## src/rtl/dual_port_rom_reader.sv

```systemverilog
// Dual-port ROM requester: two identical channels, each sweeping an address range,
// capturing ROM words after ROM_LATENCY and streaming them out with a running checksum.

module dual_port_rom_channel #(
  parameter int ADDR_WIDTH  = 4,
  parameter int DATA_WIDTH  = 8,
  parameter int ROM_LATENCY = 1
) (
  input  logic                  clk,
  input  logic                  rst,
  input  logic                  start,
  input  logic [ADDR_WIDTH-1:0] base,
  input  logic [ADDR_WIDTH:0]   count,
  output logic                  cs,
  output logic [ADDR_WIDTH-1:0] address,
  input  logic [DATA_WIDTH-1:0] rom_data,
  output logic                  out_valid,
  input  logic                  out_ready,
  output logic [DATA_WIDTH-1:0] out_data,
  output logic                  out_last,
  output logic                  busy,
  output logic                  done,
  output logic [DATA_WIDTH-1:0] checksum
);

  localparam int WCW = (ROM_LATENCY > 1) ? $clog2(ROM_LATENCY) : 1;
  localparam logic [WCW-1:0]        WAIT_LAST = WCW'(ROM_LATENCY - 1);
  localparam logic [WCW-1:0]        WAIT_ONE  = WCW'(1);
  localparam logic [ADDR_WIDTH:0]   REM_ONE   = (ADDR_WIDTH + 1)'(1);
  localparam logic [ADDR_WIDTH-1:0] ADDR_ONE  = ADDR_WIDTH'(1);

  typedef enum logic [1:0] {
    IDLE = 2'd0,
    REQ  = 2'd1,
    WAIT = 2'd2,
    HOLD = 2'd3
  } state_t;

  state_t                  state_r;
  logic [ADDR_WIDTH:0]     remaining_r;
  logic [WCW-1:0]          wait_cnt_r;
  logic                    cs_r;
  logic [ADDR_WIDTH-1:0]   address_r;
  logic                    out_valid_r;
  logic [DATA_WIDTH-1:0]   out_data_r;
  logic                    out_last_r;
  logic                    busy_r;
  logic                    done_r;
  logic [DATA_WIDTH-1:0]   checksum_r;

  function automatic logic [DATA_WIDTH-1:0] csum_add(
    input logic [DATA_WIDTH-1:0] acc,
    input logic [DATA_WIDTH-1:0] word
  );
    return acc + word;
  endfunction

  // Channel FSM; cs_r is raised on the edge entering REQ so it is high exactly while in REQ
  always_ff @(posedge clk or posedge rst) begin
    if (rst) begin
      state_r     <= IDLE;
      remaining_r <= '0;
      wait_cnt_r  <= '0;
      cs_r        <= 1'b0;
      address_r   <= '0;
      out_valid_r <= 1'b0;
      out_data_r  <= '0;
      out_last_r  <= 1'b0;
      busy_r      <= 1'b0;
      done_r      <= 1'b0;
      checksum_r  <= '0;
    end else begin
      done_r <= 1'b0;
      case (state_r)
        IDLE: begin
          if (start) begin
            checksum_r <= '0;
            if (count != '0) begin
              address_r   <= base;
              remaining_r <= count;
              busy_r      <= 1'b1;
              cs_r        <= 1'b1;
              state_r     <= REQ;
            end else begin
              done_r <= 1'b1;
            end
          end
        end
        REQ: begin
          cs_r       <= 1'b0;
          wait_cnt_r <= '0;
          state_r    <= WAIT;
        end
        WAIT: begin
          if (wait_cnt_r == WAIT_LAST) begin
            out_data_r  <= rom_data;
            checksum_r  <= csum_add(checksum_r, rom_data);
            out_valid_r <= 1'b1;
            out_last_r  <= (remaining_r == REM_ONE);
            state_r     <= HOLD;
          end else begin
            wait_cnt_r <= wait_cnt_r + WAIT_ONE;
          end
        end
        HOLD: begin
          if (out_ready) begin
            out_valid_r <= 1'b0;
            out_last_r  <= 1'b0;
            remaining_r <= remaining_r - REM_ONE;
            if (remaining_r != REM_ONE) begin
              address_r <= address_r + ADDR_ONE;
              cs_r      <= 1'b1;
              state_r   <= REQ;
            end else begin
              busy_r  <= 1'b0;
              done_r  <= 1'b1;
              state_r <= IDLE;
            end
          end
        end
        default: begin
          cs_r        <= 1'b0;
          out_valid_r <= 1'b0;
          busy_r      <= 1'b0;
          state_r     <= IDLE;
        end
      endcase
    end
  end

  assign cs        = cs_r;
  assign address   = address_r;
  assign out_valid = out_valid_r;
  assign out_data  = out_data_r;
  assign out_last  = out_last_r;
  assign busy      = busy_r;
  assign done      = done_r;
  assign checksum  = checksum_r;

endmodule

module dual_port_rom_reader #(
  parameter int ADDR_WIDTH  = 4,
  parameter int DATA_WIDTH  = 8,
  parameter int ROM_LATENCY = 1
) (
  input  logic                  clk,
  input  logic                  rst,
  input  logic                  start_0,
  input  logic [ADDR_WIDTH-1:0] base_0,
  input  logic [ADDR_WIDTH:0]   count_0,
  output logic                  cs_0,
  output logic [ADDR_WIDTH-1:0] address_0,
  input  logic [DATA_WIDTH-1:0] rom_data_0,
  output logic                  out_valid_0,
  input  logic                  out_ready_0,
  output logic [DATA_WIDTH-1:0] out_data_0,
  output logic                  out_last_0,
  output logic                  busy_0,
  output logic                  done_0,
  output logic [DATA_WIDTH-1:0] checksum_0,
  input  logic                  start_1,
  input  logic [ADDR_WIDTH-1:0] base_1,
  input  logic [ADDR_WIDTH:0]   count_1,
  output logic                  cs_1,
  output logic [ADDR_WIDTH-1:0] address_1,
  input  logic [DATA_WIDTH-1:0] rom_data_1,
  output logic                  out_valid_1,
  input  logic                  out_ready_1,
  output logic [DATA_WIDTH-1:0] out_data_1,
  output logic                  out_last_1,
  output logic                  busy_1,
  output logic                  done_1,
  output logic [DATA_WIDTH-1:0] checksum_1
);

  dual_port_rom_channel #(
    .ADDR_WIDTH(ADDR_WIDTH), .DATA_WIDTH(DATA_WIDTH), .ROM_LATENCY(ROM_LATENCY)
  ) u_ch0 (
    .clk(clk), .rst(rst), .start(start_0), .base(base_0), .count(count_0),
    .cs(cs_0), .address(address_0), .rom_data(rom_data_0),
    .out_valid(out_valid_0), .out_ready(out_ready_0), .out_data(out_data_0),
    .out_last(out_last_0), .busy(busy_0), .done(done_0), .checksum(checksum_0)
  );

  dual_port_rom_channel #(
    .ADDR_WIDTH(ADDR_WIDTH), .DATA_WIDTH(DATA_WIDTH), .ROM_LATENCY(ROM_LATENCY)
  ) u_ch1 (
    .clk(clk), .rst(rst), .start(start_1), .base(base_1), .count(count_1),
    .cs(cs_1), .address(address_1), .rom_data(rom_data_1),
    .out_valid(out_valid_1), .out_ready(out_ready_1), .out_data(out_data_1),
    .out_last(out_last_1), .busy(busy_1), .done(done_1), .checksum(checksum_1)
  );

endmodule

```

## config.mk

```make
export PLATFORM = sky130hd
export DESIGN_NAME = dual_port_rom_reader
export DESIGN_NICKNAME = d
export VERILOG_FILES = /design/src/rtl/dual_port_rom_reader.sv
export SDC_FILE = /design/constraint.sdc
export NUM_CORES = 1
export LEC_CHECK = 0
export ABC_AREA = 1
export CORE_MARGIN = 3
export CORE_UTILIZATION = 55
export DETAILED_ROUTE_END_ITERATION = 8
export PLACE_DENSITY = 0.87
export SLEW_MARGIN = 40
export SYNTH_ARGS = -nofsm -noshare
export SYNTH_HDL_FRONTEND = slang
export SYNTH_SLANG_ARGS = --single-unit
```

## constraint.sdc

```tcl
create_clock -name clk -period 3.2 [get_ports clk]
set_input_delay 0.48 -clock clk [delete_from_list [all_inputs] [get_ports clk]]
set_output_delay 0.48 -clock clk [all_outputs]
set_load 0.02 [all_outputs]
```

; Yosys cells after proc, flatten, opt, wreduce, memory -nomap -nowiden
; Cells that the tools add are included.
[classes]
bitwise_logic = 2
eq_ne = 22
mux = 76
n_addsub = 8
reduce_logical = 30
[ops]
columns = operator, n
row1 = $mux W4, 8
row2 = $mux W8, 4
row3 = $pmux W8 S2, 2
row4 = $mux W1, 30
row5 = $mux W5, 6
row6 = $reduce_and A5 Y1, 6
row7 = $pmux W1 S2, 10
row8 = $pmux W5 S2, 2
row9 = $add A8 B8 Y8, 2
row10 = $mux W2, 8
row11 = $ne A2 B2 Y1 const B, 8
row12 = $pmux W2 S4, 2
row13 = $pmux W4 S2, 2
row14 = $reduce_and A4 Y1, 4
row15 = $reduce_bool A2 Y1, 8
row16 = $reduce_and A3 Y1, 4
row17 = $eq A5 B1 Y1 const B, 2
row18 = $ne A5 B1 Y1 const B, 2
row19 = $reduce_bool A5 Y1, 2
row20 = $sub A5 B1 Y5 const B, 2
row21 = $add A4 B1 Y4 const B, 2
row22 = $eq A2 B2 Y1 const B, 4
row23 = $ne A2 B1 Y1 const B, 4
row24 = $pmux W1 S3, 2
row25 = other kinds (6), 12
[word_totals]
ff_bits = 66
inputBits = 40

; Longest topological paths before layout
[depth]
ltp_word = 4
ltp_mapped = 10
mapped_depth_nobuf = 10

; Hierarchy
; A second synthesis with hierarchy kept.
[hier_totals]
hier_cells = 504
hier_area_um2 = 3901.2
[modules_own_cells]
columns = module, cells_per_inst, area_each_um2, n_inst, seq_area_each_um2
row1 = dual_port_rom_channel (u_ch1), 252, 1966.9, 1, 800.8
row2 = dual_port_rom_channel (u_ch0), 252, 1934.4, 1, 800.8

; Worst setup path after synthesis
; No wires, ideal clock.
[synth_path]
kind = input port to flip-flop
from = in rom_data_1[0]
to = reg u_ch1.checksum_r[6], in the netlist u_ch1.checksum[6]
slack_ps = 1592
t_required_ps = 3083
arrival_ps = 1490
setup_time_ps = 117
stages = 8
n_path_buf = 0
path_cell_list = ha_1 > fa_1 > nand2_1 > nand2_1 > nand3b_1 > nand3b_1 > nand3_1 > nand2_1
[synth_via]
elab_chain_cells = 3
[synth_lines]
columns = item, line_no
row1 = start: declaration, 167  ; input logic [DATA_WIDTH-1:0] rom_data_1,
row2 = $add A8 B8 Y8, 55  ; return acc + word;
row3 = $mux W8, 95  ; if (wait_cnt_r == WAIT_LAST) begin
row4 = $pmux W8 S2, 74  ; case (state_r)
row5 = end signal: assignment, 97  ; checksum_r <= csum_add(checksum_r, rom_data);
row6 = end: declaration, 49  ; logic [DATA_WIDTH-1:0] checksum_r;
; Every way passes these cells. The select of a mux whose other input is x is not followed.
; A chain may end at the register's enable or synchronous reset.

; Final worst setup path
[layout_path]
from = reg u_ch0.state_r[0]
to = reg u_ch0.checksum_r[0], in the netlist u_ch0.checksum[0]
[layout_via]
elab_chain_cells = 3
elab_cells_between_ends = 7
[layout_lines]
columns = item, line_no
row1 = start: declaration, 39  ; state_t state_r;
row2 = start signal: assignment, 61  ; state_r <= IDLE;
row3 = start signal: assignment, 83  ; state_r <= REQ;
row4 = start signal: assignment, 92  ; state_r <= WAIT;
row5 = $eq A2 B2 Y1 or $logic_not A2 Y1 (tied branches), 74
row6 = $ne A2 B2 Y1 (no source line) or $reduce_bool A2 Y1 (tied branches), -
row7 = $reduce_and A3 Y1 (no source line), -
row8 = end signal: assignment, 97
row9 = end: declaration, 49
; Several ways; a longest one is shown, not always the timed one.

==> reports/metrics.yaml <==
worst_setup_path:
  rrSetupSlack_ps: 1140
  cp_top_family: "buffers and inverters"
  worstReg2RegEnd: "u_ch0.checksum[0]"
  cp_common_cell: "inv_1"
  cp.required_ps: 3420
  path_class: "flip-flop to flip-flop"
  startpoint: "u_ch0.state_r[0]"
  crit_path_end: "u_ch0.checksum[0]"
  rr_worst_depth: 6
  cp-start-kind: "flip-flop"
  slowest_stage: "ha_1"
  crit_chain: "inv_1, ha_1, inv_1, a21oi_1, inv_1, a22o_1"
  cp-end-kind: "flip-flop"
  cp.depth: 6
  cp.arrival_ps: 2280
  critPathBufInv: 3
  worstPathMaxFanout: 11
  cpPeakStageDelay_ps: 450
  r2r-start: "u_ch0.state_r[0]"
cells_and_area:
  final_cells: 704
  layout_common_cells: "198 x nand2_1, 89 x clkdlybuf4s50_1, 64 x dfrtp_1, 44 x inv_1, 30 x ha_1"
  synthToLayoutAreaGrowth_pct: 29.3
  final_common_cell: "nand2_1"
  final_util: 0.747
  drive_above_1_share: 0.107
  n_antenna_cell: 0
  num-fill-cells: 566
  nets: 676
floorplan:
  die_area_sq_um: 8310
  coreArea_sq_um: 6910
  die_w_um: 91.2
  rows: 30
  floorplan.initialDensity: 0.578
  die_h_um: 91.2
  io_pins: 90
logic_synthesis:
  avgSynthCellArea_sq_um: 7.80
  synth.distinct_cells: 35
  synthCells: 512
  synth.net_count: 584
  synth_warnings: 0
  ys_ff_latch: 64
  syn_area_sq_um: 3990
  synth-seq-area-share: 0.401
sta:
  slew_headroom: 0.513
  grt_setup_unrepaired: "false"
  hold_violations: 0
  max_freq_mhz: 487
  timing.setup.tns_ps: 0
  worst_pin_slew_ps: 729
  fin_worst_skew_ps: 10.4
  fin_crit_sh: 0.642
  fin_crit_ps: 2060
  drv_slew: 0
  hold_slack_ps: 479
  setup_viol: 0
routing:
  drc: 0
  antenna_left: 0
  drt_first_pass_iters: 5
  viasPerCell: 5.20
  vias: 3663
  drt-total-wl_mm: 9.61
  post_drt_wl_per_cell_um: 13.7
  drt-initial-drc-count: 150
clock_network:
  cts_tree: "yes"
  hold_buffers: 0
  cts-root-buf: "clkbuf_8"
  clkTransAtPathRegs_ps: 70
  cts-resized-gates: 0
  post_cts_buffers: 0
  cts_buffers: 9
  htreeDepth: 3
  clock_latency_ps: 340
  cts.sink_count: 64
  clockBufferDepth: 2
place:
  routabilityCongestion: 0.875
  numPortBuffers: 89
  dp_hpwl_mm: 7.26
  placedCellCount: 689
global_routing:
  grt_usage: 0.246
  grt_first_pass_wirelength_mm: 16.9
  grt-ovfl-total: 0
  antenna_found_initial: 0
  grt_max_degree: 34
  grt_pass1_vias: 3792
worst_hold_path:
  hold_path.class: "flip-flop to flip-flop"
job:
  cap_viol_max_count: 0
power:
  power_mw: 5.63
  p_leak_nw: 2.64
  p_per_area_nw_per_um2: 1090
  ir_worst_vdd_mv: 0.562
outcome:
  run_status: "finished clean"
[cell families (layout without fill, tap and decap cells)]
| kind of cell | count (synthesis) | count (layout) | share of synthesized area |
|---|---|---|---|
| adder cells (fa/ha/maj) | 32 | 32 | 0.104 |
| AND/OR/NAND/NOR | 289 | 289 | 0.322 |
| XOR/XNOR | 7 | 7 | 0.0154 |
| buffers and inverters | 64 | 160 | 0.0699 |
| flip-flops | 64 | 64 | 0.401 |
| AO/OA/AOI/OAI | 56 | 56 | 0.0871 |
[where the power goes]
group / total [mW] / internal, mW / switching (mW)
clock: 0.732 / 0.417 / 0.315
combinational: 3.41 / 1.36 / 2.05
sequential: 1.49 / 1.20 / 0.293
total: 5.63 / 2.98 / 2.65
[per-layer routing]
layer | part of all wire | vias up | GRT usage
met5 | 0 | - | 0
met4 | 0.018 | 0 | 0.0942
met3 | 0.034 | 18 | 0.0398
met2 | 0.51 | 86 | 0.427
met1 | 0.44 | 1749 | 0.308
li1 | - | 1810 | -
[synth_stat cells]
cell,count,area share
a22o_1,4,0.0088
inv_1,45,0.042
xnor2_1,4,0.0088
nand2_4,4,0.011
clkinv_1,2,0.0019
a21oi_1,14,0.018
o32ai_1,1,0.0022
nand4_4,1,0.0053
xor2_1,3,0.0066
nor2_1,22,0.021
o21ai_2,10,0.022
nand3b_1,6,0.011
buf_4,2,0.0038
nand4_1,8,0.013
o21ai_0,21,0.026
clkinv_4,1,0.0022
or2_0,1,0.0016
nor2_2,4,0.0063
nor2_4,3,0.0085
nand3_2,1,0.0025
dfrtp_1,64,0.40
clkbuf_1,1,0.00094
a21oi_2,2,0.0044
nand2_1,198,0.19
inv_2,7,0.0066
o21a_1,1,0.0019
buf_6,3,0.0085
ha_1,30,0.094
o22ai_1,1,0.0016
fa_1,2,0.010
o21ai_1,2,0.0025
buf_2,3,0.0038
nand2_2,11,0.017
nand3_1,26,0.033
or2_2,4,0.0063
[stage by stage]
step | cell area, sq um | setup slack [ps]
floorplan | 3990 | 1120
global placement | 4950 | 1090
detailed placement | 4950 | 993
CTS | 5160 | 1180
global route | 5160 | 904
finish | 5160 | 1140
[sequential cells by signal, summed over array words and instances, names as in the netlist]
signal and count:
u_ch0.out_last 1, u_ch1.out_valid 1, u_ch1.done 1, u_ch0.out_data 8, u_ch1.state_r 2, u_ch1.busy 1, u_ch0.done 1, u_ch1.remaining_r 5
u_ch1.cs 1, u_ch1.out_data 8, u_ch0.busy 1, u_ch1.checksum 8, u_ch1.address 4, u_ch0.state_r 2, u_ch0.checksum 8, u_ch0.remaining_r 5
u_ch0.out_valid 1, u_ch0.cs 1, u_ch1.out_last 1, u_ch0.address 4
[worst min-delay path, stage by stage (launching register included)]
cell	delay [ps]
dfrtp_1	350
nand2_1	60
nand2_1	50
[layout make-up]
| class | count | area, sq um | share of cell area |
|---|---|---|---|
| clock inverter | 3 | 40.0 | 0.00776 |
| timing repair buffer | 90 | 911 | 0.177 |
| multi-input combinational | 384 | 2110 | 0.409 |
| inverter | 55 | 211 | 0.0410 |
| sequential | 64 | 1600 | 0.310 |
| clock buffer | 12 | 165 | 0.0320 |
| tap | 96 | 120 | 0.0233 |
[worst min path at each step]
| stage | startpoint | endpoint | slack [ps] | cells past startpoint |
|---|---|---|---|---|
| final | u_ch1.out_data[7] | u_ch1.out_data[7] | 480 | 2 |
| after global routing | u_ch1.out_data[7] | u_ch1.out_data[7] | 490 | 2 |
| after CTS | u_ch1.busy | u_ch1.busy | 480 | 2 |
| after detailed placement | u_ch1.busy | u_ch1.busy | 460 | 2 |
| after global placement | u_ch0.out_data[2] | u_ch0.out_data[2] | 460 | 2 |
| after floorplan | u_ch1.state_r[0] | u_ch1.state_r[0] | 510 | 2 |
Power figures use the tool's default switching activity.
